===== config.mk =====
export PLATFORM = sky130hd
export DESIGN_NAME = ps2_key_sequencer
export DESIGN_NICKNAME = d
export VERILOG_FILES = /design/src/rtl/ps2_pkg.sv /design/src/rtl/ps2_evt_fifo.sv /design/src/rtl/ps2_key_sequencer.sv
export SDC_FILE = /design/constraint.sdc
export NUM_CORES = 1
export LEC_CHECK = 0
export CAP_MARGIN = 20
export CORE_MARGIN = 3
export CORE_UTILIZATION = 37
export DETAILED_ROUTE_END_ITERATION = 10
export GPL_TIMING_DRIVEN = 0
export HOLD_SLACK_MARGIN = 0.1
export RECOVER_POWER = 100
export SLEW_MARGIN = 0
export SYNTH_ARGS = -nofsm -noshare
export SYNTH_HDL_FRONTEND = slang
export SYNTH_HIERARCHICAL = 1
export SYNTH_SLANG_ARGS = --single-unit

===== constraint.sdc =====
create_clock -name clk -period 2.75 [get_ports clk]
set_clock_uncertainty 0.05 [all_clocks]
set_input_delay 0.4125 -clock clk [delete_from_list [all_inputs] [get_ports clk]]
set_output_delay 0.4125 -clock clk [all_outputs]
set_load 0.03 [all_outputs]

===== src/rtl/ps2_pkg.sv =====
// Shared types and constants for the PS/2 key sequencer.
package ps2_pkg;

  // Prefix decode states
  typedef enum logic [1:0] {
    IDLE     = 2'd0,
    GOT_E0   = 2'd1,
    GOT_F0   = 2'd2,
    GOT_E0F0 = 2'd3
  } ps2_state_t;

  localparam logic [7:0] PS2_PFX_EXT  = 8'hE0;
  localparam logic [7:0] PS2_PFX_BRK  = 8'hF0;
  localparam logic [7:0] PS2_ERR_CODE = 8'h00;

  // Decoded key event; 'rel' marks a break (release) code
  typedef struct packed {
    logic       ext;
    logic       rel;
    logic [7:0] code;
  } ps2_event_t;

  function automatic ps2_event_t ps2_make_event(input logic       ext,
                                                input logic       rel,
                                                input logic [7:0] code);
    ps2_event_t ev;
    ev.ext  = ext;
    ev.rel  = rel;
    ev.code = code;
    return ev;
  endfunction

endpackage


===== src/rtl/ps2_evt_fifo.sv =====
// Event FIFO: power-of-two depth, first-word-fall-through head, drop-on-full.
module ps2_evt_fifo
  import ps2_pkg::*;
#(
  parameter int unsigned DEPTH = 4
) (
  input  logic                     clk,
  input  logic                     rst,
  input  logic                     i_push,
  input  ps2_event_t               i_data,
  input  logic                     i_pop,
  output ps2_event_t               o_data,
  output logic                     o_valid,
  output logic [$clog2(DEPTH):0]   o_count,
  output logic                     o_drop
);

  localparam int unsigned AW = $clog2(DEPTH);
  localparam int unsigned CW = AW + 1;

  ps2_event_t      r_mem [DEPTH];
  logic [AW-1:0]   r_wr_ptr;
  logic [AW-1:0]   r_rd_ptr;
  logic [CW-1:0]   r_count;

  logic            w_full;
  logic            w_empty;
  logic            w_rd;
  logic            w_wr;

  assign w_empty = (r_count == '0);
  assign w_full  = (r_count == CW'(DEPTH));
  // A pop frees the slot in the same cycle, so a push into a full FIFO is
  // accepted when it coincides with a pop.
  assign w_rd    = i_pop && !w_empty;
  assign w_wr    = i_push && (!w_full || w_rd);

  assign o_drop  = i_push && w_full && !w_rd;
  assign o_valid = !w_empty;
  assign o_count = r_count;
  assign o_data  = r_mem[r_rd_ptr];

  // Storage write; contents need no reset
  always_ff @(posedge clk) begin
    if (w_wr) begin
      r_mem[r_wr_ptr] <= i_data;
    end
  end

  // Pointer and occupancy tracking; pointers wrap modulo DEPTH
  always_ff @(posedge clk) begin
    if (rst) begin
      r_wr_ptr <= '0;
      r_rd_ptr <= '0;
      r_count  <= '0;
    end else begin
      if (w_wr) begin
        r_wr_ptr <= r_wr_ptr + AW'(1);
      end
      if (w_rd) begin
        r_rd_ptr <= r_rd_ptr + AW'(1);
      end
      case ({w_wr, w_rd})
        2'b10:   r_count <= r_count + CW'(1);
        2'b01:   r_count <= r_count - CW'(1);
        default: r_count <= r_count;
      endcase
    end
  end

endmodule


===== src/rtl/ps2_key_sequencer.sv =====
// PS/2 scan-code sequencer: folds E0/F0 prefixes into key events and queues them.
module ps2_key_sequencer
  import ps2_pkg::*;
#(
  parameter int unsigned FIFO_DEPTH     = 4,
  parameter int unsigned PREFIX_TIMEOUT = 5_000_000
) (
  input  logic                          clk,
  input  logic                          rst,
  input  logic [7:0]                    key_code,
  input  logic                          data_ready,
  output logic                          ev_valid,
  input  logic                          ev_ready,
  output logic [7:0]                    ev_code,
  output logic                          ev_ext,
  output logic                          ev_release,
  output logic [$clog2(FIFO_DEPTH):0]   ev_count,
  output logic                          seq_err,
  output logic                          overflow,
  input  logic                          ovf_clr
);

  localparam int unsigned TW       = 32;
  localparam logic [TW-1:0] TMO_LAST = TW'(PREFIX_TIMEOUT) - TW'(1);

  ps2_state_t      r_state;
  logic [TW-1:0]   r_tmo;
  logic            r_seq_err;
  logic            r_overflow;

  logic            w_is_err;
  logic            w_is_ext;
  logic            w_is_brk;
  logic            w_push;
  logic            w_pop;
  logic            w_drop;
  logic            w_ev_ext;
  logic            w_ev_rel;
  ps2_event_t      w_ev_in;
  ps2_event_t      w_head;

  assign w_is_err = (key_code == PS2_ERR_CODE);
  assign w_is_ext = (key_code == PS2_PFX_EXT);
  assign w_is_brk = (key_code == PS2_PFX_BRK);

  // Prefix flags come from the state the completing byte arrives in
  assign w_ev_ext = (r_state == GOT_E0) || (r_state == GOT_E0F0);
  assign w_ev_rel = (r_state == GOT_F0) || (r_state == GOT_E0F0);
  assign w_ev_in  = ps2_make_event(w_ev_ext, w_ev_rel, key_code);

  // Any non-prefix, non-error byte completes an event; strobes during reset are ignored
  assign w_push = data_ready && !rst && !w_is_err && !w_is_ext && !w_is_brk;
  assign w_pop  = ev_ready && !rst;

  // Prefix FSM with timeout; every accepted byte restarts the timeout window
  always_ff @(posedge clk) begin
    if (rst) begin
      r_state   <= IDLE;
      r_tmo     <= '0;
      r_seq_err <= 1'b0;
    end else begin
      r_seq_err <= 1'b0;
      if (data_ready) begin
        r_tmo <= '0;
        if (w_is_err) begin
          r_state   <= IDLE;
          r_seq_err <= 1'b1;
        end else if (w_is_ext) begin
          // A fresh E0 restarts the sequence; a stray one mid-sequence is flagged
          if (r_state != IDLE) begin
            r_seq_err <= 1'b1;
          end
          r_state <= GOT_E0;
        end else if (w_is_brk) begin
          case (r_state)
            IDLE:    r_state <= GOT_F0;
            GOT_E0:  r_state <= GOT_E0F0;
            default: begin
              r_state   <= r_state;
              r_seq_err <= 1'b1;
            end
          endcase
        end else begin
          r_state <= IDLE;
        end
      end else if (r_state != IDLE) begin
        // Abandon a prefix whose follow-up byte never arrived
        if (r_tmo >= TMO_LAST) begin
          r_state   <= IDLE;
          r_tmo     <= '0;
          r_seq_err <= 1'b1;
        end else begin
          r_tmo <= r_tmo + TW'(1);
        end
      end else begin
        r_tmo <= '0;
      end
    end
  end

  // Sticky overflow; a drop in the same cycle as a clear wins
  always_ff @(posedge clk) begin
    if (rst) begin
      r_overflow <= 1'b0;
    end else if (w_drop) begin
      r_overflow <= 1'b1;
    end else if (ovf_clr) begin
      r_overflow <= 1'b0;
    end
  end

  ps2_evt_fifo #(
    .DEPTH (FIFO_DEPTH)
  ) u_fifo (
    .clk     (clk),
    .rst     (rst),
    .i_push  (w_push),
    .i_data  (w_ev_in),
    .i_pop   (w_pop),
    .o_data  (w_head),
    .o_valid (ev_valid),
    .o_count (ev_count),
    .o_drop  (w_drop)
  );

  assign ev_code    = w_head.code;
  assign ev_ext     = w_head.ext;
  assign ev_release = w_head.rel;
  assign seq_err    = r_seq_err;
  assign overflow   = r_overflow;

endmodule


==> reports/qor.txt <==
Outcome: finished, final reports clean
Starting density of the core: 0.386
Total number of yosys warnings: 6
Post-CTS setup buffer count: 0
PD cells: 559 mW/mm^2
Buffers on Ports: 27
Main synth FF type: dfxtp_1
Vias in the first global route: 2425
GRT Overall Usage: 0.134
Syn avg cell area: 12.4 um^2
Initial antenna violation count: 0
Yosys cell types: 52
Max_cap viols: 0
RePlAce Congestion: 0.781
Drt drc: 0
Worst EP arrival: 2900 ps
Comb pwr share: 0.071
Dpl hpwl: 4650 um
Share of cells above drive strength 1: 0.132
Area growth from synthesis to layout: 19.2%
Deepest clock path buffer count: 2
Final Critical Period: 2720 ps
Number of setup violations in the final report: 0
Sequential fraction of the synthesis area: 0.584
# rows: 35
Hold crit path type: input pin to flip-flop
Crit path required time: 2940 ps
Largest net degree at the start of global routing: 16
P_sw: 556 uW
Skew-Pair Late Insertion Delay: 350 ps
Max Freq: 368 MHz
Worst reg2reg path depth: 7
Power, Total: 2.40 mW
Max-slew violation count: 0
Final hold vios: 0
Headroom to the max-slew limit: 0.511
Die Height: 105 um
Post-synth EDFFs: 40
Ranking of synthesized cells by area: edfxtp_1 (33%), dfxtp_1 (25%), mux4_2 (6.3%), nor3_1 (2.5%), xnor2_1 (2.4%)
Drt total wl: 6680 um
Top cell type's share of synthesized area: 0.334
Final antenna-violating net count: 0
Root buffer cell: clkbuf_8
Fraction of registers with async set/reset: 0
Worst hold slack: 395 ps
Sw Ratio: 0.232
TritonCTS Buffers: 9
RSZ-0062 raised after global routing: true
Setup crit start kind: input pin
Starting DRT DRC Count: 112
Via-to-Cell Ratio: 4.99
Static leakage: 1.38 nW
Synth Register Bits: 85
Routed vias: 2342
Commonest cells in the synthesized netlist: dfxtp_1 (45), edfxtp_1 (40), nor3_1 (18)
Fillers: 865
Die ar.: 0.0110 mm^2
Clock group share of total power: 0.363
Pint: 1.84 mW
Critical Path End Type: flip-flop
Worst-path clk slew: 80 ps
CP Max Fanout: 10
Dpl ws: -776 ps
Synth Cell Area: 0.00360 mm^2
Final worst slack: 32.8 ps
Worst Hold Depth: 2
Avg WL per Cell: 14.2 um
Top-count cell post-synth: dfxtp_1
Sink Count: 85
Slew @ Worst Pin: 727 ps
Core Box Area: 0.00933 mm^2
First-pass GRT wire length: 11700 um
Final worst path period share: 0.988
# diodes: 0
Area leader, netlist: edfxtp_1
H-Tree Level Count: 3
I/O Pins: 29
Width of the chip: 105 um
Maximum VDD drop: 0.294 mV
Drt first pass iters: 4
Nets: 354
CTS tree: built
Gr ovfl total: 0
WS Path Type: input pin to flip-flop
Cells after Synth: 290
Sequential share of power: 0.565
==> logic make-up (layout without fill, tap and decap cells) <==
logic type / count (synthesis) / count (layout) / share of synthesized area
buf+inv: 26 / 68 / 0.0313
xor+xnor: 18 / 18 / 0.0438
compound gates: 36 / 36 / 0.0803
fa+ha+maj: 6 / 6 / 0.0229
simple gates: 106 / 106 / 0.167
flops: 85 / 85 / 0.584
mux: 12 / 12 / 0.0695
other cells: 1 / 9 / 0.00104
==> worst max-delay path, stage by stage <==
cell and delay (ps):
dlygate4sd2_1 280, or4_4 580, o21ai_4 180, nor2_1 60, buf_4 190, or2b_1 240, fa_2 370, o31ai_4 270
mux2_4 310
==> what timing repair did <==
action,in CTS,in global routing
gates resized for setup,13,7
hold buffers,0,0
endpoints found under the setup margin,3,12
pin swaps,1,2
gates cloned,0,0
==> per-stage QoR <==
step | utilization | setup TNS, ps | instance area (um^2) | std cells
2_1_floorplan | - | 0 | 3630 | 298
3_3_place_gp | 0.436 | -13910 | 4060 | 454
3_5_place_dp | 0.436 | -16150 | 4060 | 454
4_1_cts | 0.458 | 0 | 4270 | 470
5_1_grt | 0.460 | -5.74 | 4290 | 469
6_report | 0.460 | 0 | 4290 | 469
==> placed cells by master (no fill, tap or decap), types with 7 or more instances in the layout <==
cell type and instances:
mux4_2 10, nand3_1 10, dlygate4sd2_1 7, nor2_1 12
xnor2_1 10, o21ai_0 8, and2_1 7, a211oi_1 7
dfxtp_1 45, nand2_1 15, edfxtp_1 40, clkdlybuf4s50_1 16
nor3_1 18, xor2_1 8, inv_1 12, conb_1 9
clkbuf_8 9, or3_1 9
==> state kept, by name (all words and copies together), names as in the netlist, named ones only <==
register	count
seq_err	1
u_fifo/r_rd_ptr	2
u_fifo/o_count	3
u_fifo/r_mem	40
overflow	1
r_tmo	32
u_fifo/r_wr_ptr	2
r_state	2
==> routing by layer <==
layer / part of all wire / track usage
met5: 0 / 0
met2: 0.50 / 0.221
met1: 0.46 / 0.165
met4: 0.011 / 0.0534
met3: 0.034 / 0.0377
==> layout make-up <==
cell class                 instances  area [um^2]  area share
clock buffer                       9          124      0.0289
timing repair buffer              27          262      0.0609
sequential                        85         2100       0.490
tap                              129          161      0.0376
multi-input combinational        187         1460       0.340
buffer                            13         68.8      0.0160
clock inverter                     7         72.6      0.0169
inverter                          12         45.0      0.0105
==> worst paths after layout <==
path,slack (ps),startpoint,to
max,30,key_code[3],u_fifo/o_count[2]$_SDFFE_PP0P_
min,400,rst,u_fifo/r_wr_ptr[1]$_SDFFE_PP0P_
max reg2reg,340,r_tmo[0]$_SDFF_PP0_,r_tmo[5]$_SDFF_PP0_
min reg2reg,470,overflow$_SDFFE_PP0P_,overflow$_SDFFE_PP0P_
==> power groups by stage <==
| stage | clock network (mW) | registers, mW | logic (mW) |
|---|---|---|---|
| floorplan | 0 | 1.39 | 0.0964 |
| global placement | 0 | 1.39 | 0.167 |
| detailed placement | 0 | 1.39 | 0.171 |
| CTS | 0.901 | 1.36 | 0.170 |
| global route | 0.958 | 1.36 | 0.186 |
| finish | 0.872 | 1.36 | 0.171 |
Power figures use the tool's default switching activity.
